==> src/rtl/iter_divider.sv <==
// Radix-2 restoring divider with independent dividend/divisor valid/ready channels.
// Produces {quotient, remainder} with a one-cycle valid pulse WIDTH cycles after both operands land.
module iter_divider #(
    parameter int unsigned WIDTH  = 32,
    parameter bit          SIGNED = 1'b1
) (
    input  logic                 clk,
    input  logic                 resetn,
    input  logic                 s_axis_dividend_tvalid,
    output logic                 s_axis_dividend_tready,
    input  logic [WIDTH-1:0]     s_axis_dividend_tdata,
    input  logic                 s_axis_divisor_tvalid,
    output logic                 s_axis_divisor_tready,
    input  logic [WIDTH-1:0]     s_axis_divisor_tdata,
    output logic                 m_axis_dout_tvalid,
    output logic [2*WIDTH-1:0]   m_axis_dout_tdata
);

    localparam int unsigned CNT_W = $clog2(WIDTH);

    localparam logic [1:0] S_IDLE = 2'd0;
    localparam logic [1:0] S_CALC = 2'd1;
    localparam logic [1:0] S_OUT  = 2'd2;

    logic [1:0]         state, state_n;
    logic               dvd_cap, dvd_cap_n, dvs_cap, dvs_cap_n;
    logic               rdy_dvd_q, rdy_dvd_n, rdy_dvs_q, rdy_dvs_n;
    logic               fire_dvd, fire_dvs, fin;
    logic [CNT_W-1:0]   cnt;
    logic [WIDTH-1:0]   dvd_q, dvs_q, rem_q, quo_q;
    logic               dout_valid_q;
    logic [2*WIDTH-1:0] dout_q;

    assign s_axis_dividend_tready = rdy_dvd_q;
    assign s_axis_divisor_tready  = rdy_dvs_q;
    assign m_axis_dout_tvalid     = dout_valid_q;
    assign m_axis_dout_tdata      = dout_q;

    assign fire_dvd = s_axis_dividend_tvalid & rdy_dvd_q;
    assign fire_dvs = s_axis_divisor_tvalid  & rdy_dvs_q;

    // Magnitude datapath: operands stay latched for the whole CALC phase
    logic               dvd_neg, dvs_neg, dvd_bit, ge;
    logic [WIDTH-1:0]   dvd_mag, dvs_mag, sub, rem_nxt, quo_nxt, q_fix, r_fix;
    logic [WIDTH:0]     shifted;
    logic [2*WIDTH-1:0] result;

    always_comb begin
        dvd_neg = SIGNED & dvd_q[WIDTH-1];
        dvs_neg = SIGNED & dvs_q[WIDTH-1];
        dvd_mag = dvd_neg ? (~dvd_q + WIDTH'(1)) : dvd_q;
        dvs_mag = dvs_neg ? (~dvs_q + WIDTH'(1)) : dvs_q;
        dvd_bit = dvd_mag[CNT_W'(WIDTH-1) - cnt];
        shifted = {rem_q, dvd_bit};
        ge      = shifted >= {1'b0, dvs_mag};
        // When ge holds the true difference is below 2^WIDTH, so modular low bits are exact
        sub     = shifted[WIDTH-1:0] - dvs_mag;
        rem_nxt = ge ? sub : shifted[WIDTH-1:0];
        quo_nxt = {quo_q[WIDTH-2:0], ge};
        q_fix   = (dvd_neg ^ dvs_neg) ? (~quo_nxt + WIDTH'(1)) : quo_nxt;
        r_fix   = dvd_neg ? (~rem_nxt + WIDTH'(1)) : rem_nxt;
        result  = (dvs_q == '0) ? {{WIDTH{1'b1}}, dvd_q} : {q_fix, r_fix};
    end

    // Next-state and handshake control
    always_comb begin
        state_n   = state;
        dvd_cap_n = dvd_cap;
        dvs_cap_n = dvs_cap;
        fin       = 1'b0;
        case (state)
            S_IDLE: begin
                dvd_cap_n = dvd_cap | fire_dvd;
                dvs_cap_n = dvs_cap | fire_dvs;
                if (dvd_cap_n && dvs_cap_n) begin
                    state_n   = S_CALC;
                    dvd_cap_n = 1'b0;
                    dvs_cap_n = 1'b0;
                end
            end
            S_CALC: begin
                if (cnt == CNT_W'(WIDTH-1)) begin
                    state_n = S_OUT;
                    fin     = 1'b1;
                end
            end
            S_OUT:   state_n = S_IDLE;
            default: state_n = S_IDLE;
        endcase
        rdy_dvd_n = (state_n == S_IDLE) & ~dvd_cap_n;
        rdy_dvs_n = (state_n == S_IDLE) & ~dvs_cap_n;
    end

    always_ff @(posedge clk or negedge resetn) begin
        if (!resetn) begin
            state        <= S_IDLE;
            dvd_cap      <= 1'b0;
            dvs_cap      <= 1'b0;
            rdy_dvd_q    <= 1'b0;
            rdy_dvs_q    <= 1'b0;
            dvd_q        <= '0;
            dvs_q        <= '0;
            cnt          <= '0;
            rem_q        <= '0;
            quo_q        <= '0;
            dout_valid_q <= 1'b0;
            dout_q       <= '0;
        end else begin
            state        <= state_n;
            dvd_cap      <= dvd_cap_n;
            dvs_cap      <= dvs_cap_n;
            rdy_dvd_q    <= rdy_dvd_n;
            rdy_dvs_q    <= rdy_dvs_n;
            dout_valid_q <= fin;
            if (fire_dvd) dvd_q <= s_axis_dividend_tdata;
            if (fire_dvs) dvs_q <= s_axis_divisor_tdata;
            if (state == S_CALC) begin
                cnt   <= cnt + CNT_W'(1);
                rem_q <= rem_nxt;
                quo_q <= quo_nxt;
            end else begin
                cnt   <= '0;
                rem_q <= '0;
                quo_q <= '0;
            end
            if (fin) dout_q <= result;
        end
    end

endmodule

==> config.mk <==
export PLATFORM = sky130hd
export DESIGN_NAME = iter_divider
export DESIGN_NICKNAME = d
export VERILOG_FILES = /design/src/rtl/iter_divider.sv
export SDC_FILE = /design/constraint.sdc
export NUM_CORES = 1
export LEC_CHECK = 0
export ABC_AREA = 0
export BUFFER_PORTS_ARGS = -buffer_cell sky130_fd_sc_hd__buf_4
export CORE_MARGIN = 4
export CORE_UTILIZATION = 35
export DETAILED_ROUTE_END_ITERATION = 8
export GPL_ROUTABILITY_DRIVEN = 0
export GPL_TIMING_DRIVEN = 0
export PLACE_DENSITY = 0.49
export SLEW_MARGIN = 5
export SYNTH_ARGS = -nofsm -noshare
export SYNTH_HDL_FRONTEND = slang
export SYNTH_SLANG_ARGS = --single-unit
==> constraint.sdc <==
create_clock -name clk -period 20.9 [get_ports clk]
set_clock_uncertainty 0.2 [all_clocks]
set_input_delay 2.09 -clock clk [delete_from_list [all_inputs] [get_ports clk]]
set_output_delay 2.09 -clock clk [all_outputs]
set_load 0.005 [all_outputs]
==> results_dict.tcl, run 1 <==
set metrics [dict create \
    status "completed" \
    hold_viol_final 0 \
    syn_nets 1599 \
    pwr-share-clk 0.185 \
    yosys_most_used_dff "dfrtp_1" \
    routed_via_density 5.40 \
    drive_above_1_share 0.161 \
    post-place-ws_ps 11510 \
    ys_types 77 \
    yosys_warnings 0 \
    overflow 0 \
    n_fill_cell 3858 \
    layout_min_cycle_time_ps 9310 \
    clock_latency_ps 550 \
    cts_repair_resize_count 0 \
    initial_core_util 0.353 \
    antenna_found_initial 1 \
    syn_area_sq_um 13300 \
    synth_commonest_cells "dfrtp_1, nor2_1, nand2_1" \
    drv_cap 0 \
    wirelength_mm 43.7 \
    placed_cells 2139 \
    synth-adder-area-share 0.0373 \
    clk_pin_slew_ps 60 \
    arrival_ps 9510 \
    row_count 71 \
    ant_nets 0 \
    cts_tree "yes" \
    drtIter0Drc 721 \
    drtPass1Iterations 7 \
    ys_seq_area_frac 0.383 \
    grtUsageTotal 0.209 \
    multiInputGateArea_sq_um 7730 \
    crit_path_end_kind "register" \
    total_power_w 0.00244 \
    power-per-cell-area_nw_per_um2 154 \
    finalSetupViolCount 0 \
    hold_class "register to register" \
    fp.dieH_microns 203 \
    nets 1763 \
    dieArea_sq_um 41100 \
    synthXorXnorAreaFrac 0.0779 \
    ioPinCount 135 \
    grt_max_degree 73 \
    async_flop_share 1.00 \
    port_buffers 134 \
    layout.cells.non_filler 2184 \
    crit_path_start_kind "register" \
    remaining_drc_errors 0 \
    synth_compound_area_frac 0.188 \
    cp_max_fo 10 \
    grt_pass1_vias 11700 \
    regArea_sq_um 5080 \
    cts_buffers 26 \
    wl_per_cell_microns 20.0 \
    setup_ws_ps 11590 \
    max_freq_mhz 107 \
    p_comb_frac 0.563 \
    fin_util 0.421 \
    p_leak_nw 7.02 \
    vias 11800 \
    syn_to_final_growth_pct 19.2 \
    diodes 0 \
    rsz0062_at_grt "no" \
    synth_simple_gate_area_frac 0.201 \
    ys_top_cells_by_area "dfrtp_1, mux2_2, nor2_1" \
    power_switching_w 0.00116 \
    clkSinkCount 203 \
    ys_ff_latch 203 \
    postCtsHoldBufs 0 \
    root_buffer "clkbuf_16" \
    worst_pin_slew_ps 897 \
    period_share 0.445 \
    switching_share 0.475 \
    final.setup.tns_ps 0 \
    synth_top_area_frac 0.383 \
    ctsHtreeMaxLevel 1 \
    grt_pass1_wl_mm 69.2 \
    max_slew_margin 0.396 \
    yosysMostFrequentCell "dfrtp_1" \
    synth_top_family_by_area "simple AND/OR/NAND/NOR gates" \
    critPathRequiredTime_ps 21100 \
    synthMuxAreaShare 0.0786 \
    die_w_microns 203 \
    core_sq_um 37600 \
    rrSetupSlack_ps 11590 \
    dp_hpwl_mm 34.0 \
    internal_power_w 0.00128 \
    syn_avg_cell_area_sq_um 8.90 \
    synth_edf_count 0 \
    slew_violations 0 \
    vdd_drop_max_mv 0.0560 \
    seq_power_share 0.252 \
    cts_buffer_depth 3 \
    path_class "register to register" \
    yosysTopAreaCell "dfrtp_1" \
    cts_setup_buffers 0 \
    synthCells 1492 \
]
power groups by stage:
stage          clock network [W]  registers [W]  logic (W)
2_1_floorplan                  0       0.000562    0.00102
5_1_grt                 0.000479       0.000627    0.00153
4_1_cts                 0.000464       0.000610    0.00137
3_3_place_gp                   0       0.000615    0.00135
3_5_place_dp                   0       0.000615    0.00137
6_report                0.000451       0.000615    0.00138
cell type report:
type                       count  area share
timing repair buffer         136      0.0675
sequential                   203       0.321
clock inverter                 6     0.00522
buffer                        87      0.0217
tap                          511      0.0404
clock buffer                  39      0.0481
inverter                      32     0.00759
multi-input combinational   1170       0.488
final timing paths:
kind	end	cells past startpoint	start
max	m_axis_dout_tdata[58]	27	dvd_q[0]
min	s_axis_dividend_tready	1	dvd_cap
max reg2reg	m_axis_dout_tdata[58]	27	dvd_q[0]
min reg2reg	s_axis_dividend_tready	1	dvd_cap
max in group asynchronous	m_axis_dout_tdata[51]	3	resetn
min in group asynchronous	dvd_q[2]	1	resetn
metal layers:
metal  GRT usage  wire, microns
met5           0              0
met4      0.0453            953
met3      0.0267           2270
met2       0.335          19500
met1       0.305          21000
layout by cell type (no fill, tap or decap), types with 23 or more instances in the layout:
cell / netlist / routed
a21oi_1: 112 / 112
a31oi_1: 28 / 28
and2_1: 37 / 37
buf_4: 1 / 134
clkbuf_1: 70 / 78
clkbuf_16: 0 / 27
dfrtp_1: 203 / 203
ha_1: 38 / 38
inv_1: 32 / 32
mux2_2: 66 / 66
mux2i_1: 30 / 30
nand2_1: 125 / 125
nor2_1: 163 / 163
nor3_1: 37 / 37
o21ai_0: 86 / 86
or3_1: 23 / 23
xnor2_1: 59 / 59
xor2_1: 59 / 59
worst max-delay path: stages (launching register included):
cell,delay (ps)
dfrtp_1,450
inv_1,110
ha_1,200
nor4b_1,590
nand4_1,590
o41ai_1,500
mux2i_1,230
a2111oi_0,100
a31o_2,320
a21boi_0,460
ha_1,320
nor2b_1,80
o2111ai_1,230
a21oi_1,260
a21oi_2,390
a31oi_2,220
inv_1,190
clkbuf_1,420
clkbuf_1,480
clkbuf_1,570
ha_1,290
nand2b_1,80
nor4_1,690
and3_1,370
nand2_1,170
o41ai_1,330
xor2_1,210
a21oi_1,90
registers in the layout (all words and copies together) (netlist names):
| signal | count |
|---|---|
| m_axis_dout_tdata | 64 |
| dvd_q | 32 |
| dvs_q | 32 |
| rem_q | 32 |
| quo_q | 31 |
| cnt | 5 |
| state | 2 |
| dvd_cap | 1 |
| dvs_cap | 1 |
| m_axis_dout_tvalid | 1 |
| s_axis_dividend_tready | 1 |
| s_axis_divisor_tready | 1 |
cells by family (layout without fill, tap and decap cells):
group	after synthesis	after routing
flip-flops	203	203
AND/OR/NAND/NOR	537	537
adder cells (fa/ha/maj)	39	39
XOR/XNOR	118	118
multiplexers	96	96
AO/OA/AOI/OAI	380	380
buffers and inverters	119	300
through the flow:
stage	hold slack, ps	area (sq um)
after floorplan	225	13300
after global placement	245	14900
after detailed placement	248	15000
after CTS	256	15800
after global routing	286	15800
final	256	15800
(Power assumes the default switching activity.)
==> run 2: changes to the inputs <==
Clock period 20.9 ns to 9.5 ns, I/O delays scaled along.
==> results_dict.tcl, run 2 (synthesis results as in run 1) <==
set metrics [dict create \
    status "completed" \
    highest_layer "met4" \
    root_buffer "clkbuf_16" \
    grtUsageTotal 0.209 \
    nets 1763 \
    grt_max_degree 73 \
    regArea_sq_um 5080 \
    slowest_stage "or4b_2" \
    clk_pin_slew_ps 60 \
    cts_tree "yes" \
    drv_cap 0 \
    critPathLaunch "dvd_q[0]" \
    p_leak_nw 7.03 \
    largest_register_ffs 64 \
    rrSetupSlack_ps 760 \
    port_buffers 134 \
    final_common_cell "dfrtp_1" \
    crit_path_end_kind "register" \
    postCtsHoldBufs 0 \
    diodes 0 \
    multiInputGateArea_sq_um 7740 \
    ioPinCount 135 \
    critPathRequiredTime_ps 9710 \
    power-per-cell-area_nw_per_um2 339 \
    layout_min_cycle_time_ps 8740 \
    reg2reg_depth 27 \
    grt_pass1_wl_mm 69.2 \
    wl_met3_mm 2.33 \
    clkSinkCount 203 \
    die_w_microns 203 \
    drt-met1-wl_mm 20.9 \
    max_freq_mhz 114 \
    syn_to_final_growth_pct 19.3 \
    cts_setup_buffers 0 \
    max_stage_delay_ps 680 \
    remaining_drc_errors 0 \
    cp_max_fo 10 \
    internal_power_w 0.00282 \
    routed_via_density 5.38 \
    n_fill_cell 3856 \
    cts_repair_resize_count 0 \
    finalSetupViolCount 0 \
    max_slew_margin 0.447 \
    placed_cell_area_sq_um 15000 \
    drtPass1Iterations 5 \
    fin_util 0.422 \
    wirelength_mm 43.7 \
    dr_wl_met2_mm 19.6 \
    worst_pin_slew_ps 827 \
    arrival_ps 8950 \
    dieArea_sq_um 41100 \
    cts_buffers 26 \
    initial_core_util 0.353 \
    pwr-share-clk 0.185 \
    antenna_found_initial 1 \
    core_sq_um 37600 \
    critPathMostFrequentCell "ha_1" \
    holdWs_ps 144 \
    critical_path_depth 27 \
    switching_share 0.475 \
    p_comb_frac 0.563 \
    seq_power_share 0.252 \
    drive_above_1_share 0.163 \
    vdd_drop_max_mv 0.124 \
    critPathTopFamily "compound AO/OA/AOI/OAI gates" \
    crit_path_start_kind "register" \
    wl_per_cell_microns 20.0 \
    final_cell_area_sq_um 15800 \
    hold_class "input pin to asynchronous set/reset pin" \
    slew_violations 0 \
    grt_pass1_vias 11700 \
    endpoint "m_axis_dout_tdata[58]" \
    dp_hpwl_mm 34.0 \
    r2r_start "dvd_q[0]" \
    clock_latency_ps 550 \
    rsz0062_at_grt "no" \
    drtIter0Drc 723 \
    ant_nets 0 \
    hold_viol_final 0 \
    overflow 0 \
    path_class "register to register" \
    ctsHtreeMaxLevel 1 \
    cts_buffer_depth 3 \
    period_share 0.920 \
    mostFrequentLayoutCells "dfrtp_1, nor2_1, buf_4, nand2_1, a21oi_1" \
    final.setup.tns_ps 0 \
    reg2reg_to "m_axis_dout_tdata[58]" \
    fp.dieH_microns 203 \
    vias 11800 \
    row_count 71 \
    crit_buf_inv 5 \
    power_switching_w 0.00255 \
]
==> run 2: changes by cell type in the layout (fill, tap and decap cells not counted) <==
| cell | delta |
|---|---|
| clkbuf_2 | +1 |
| nor4b_2 | +1 |
| clkbuf_1 | -1 |
| nor4_1 | -1 |
| nor4_2 | +1 |
| nor4b_1 | -1 |
==> run 2: cell type report <==
class | instances | area share
buffer | 87 | 0.0218
clock buffer | 39 | 0.0480
clock inverter | 6 | 0.00521
inverter | 32 | 0.00758
multi-input combinational | 1170 | 0.489
sequential | 203 | 0.321
tap | 511 | 0.0404
timing repair buffer | 136 | 0.0675
==> run 2: worst register-to-register path: stages, from the launching register on <==
cell and delay (ps):
dfrtp_1 450, inv_1 110, ha_1 210, or4b_2 680, o41ai_1 340, mux2i_1 230
o211ai_1 110, or4_4 560, o31ai_4 300, a21boi_0 530, ha_1 330, nor2b_1 80
o2111ai_1 230, a21oi_1 260, a21oi_2 390, a31oi_2 220, inv_1 190, clkbuf_1 410
clkbuf_1 480, clkbuf_2 400, ha_1 230, nand2b_1 90, nor4_2 440, and3_1 350
nand2_1 180, o41ai_1 340, xor2_1 210, a21oi_1 90
==> run 2: per-stage QoR <==
stage               power (W)  setup slack, ps  instances
floorplan             0.00348             2480       1492
global placement      0.00432              224       2137
detailed placement    0.00436              109       2139
CTS                   0.00538             65.0       2184
global route          0.00581             32.0       2184
finish                0.00537              755       2184
==> run 2: how the worst min path moves through the flow <==
stage / slack, ps / endpoint / cells past startpoint
floorplan: 230 / s_axis_dividend_tready / 1
global placement: 240 / s_axis_dividend_tready / 1
detailed placement: 250 / s_axis_dividend_tready / 1
CTS: 150 / dvd_q[2] / 1
global route: 180 / dvd_q[2] / 1
finish: 140 / dvd_q[2] / 1
==> run 2: metal layers <==
metal / vias to the layer above / GRT usage
met3: 59 / 0.0267
li1: 5726 / -
met4: 0 / 0.0453
met2: 318 / 0.335
met5: - / 0
met1: 5657 / 0.305
==> run 2: power by group through the flow <==
| stage | sequential, W | combinational (W) | clock (W) |
|---|---|---|---|
| 2_1_floorplan | 0.00124 | 0.00224 | 0 |
| 3_3_place_gp | 0.00135 | 0.00297 | 0 |
| 3_5_place_dp | 0.00135 | 0.00301 | 0 |
| 4_1_cts | 0.00134 | 0.00302 | 0.00102 |
| 5_1_grt | 0.00138 | 0.00338 | 0.00105 |
| 6_report | 0.00135 | 0.00303 | 0.000993 |
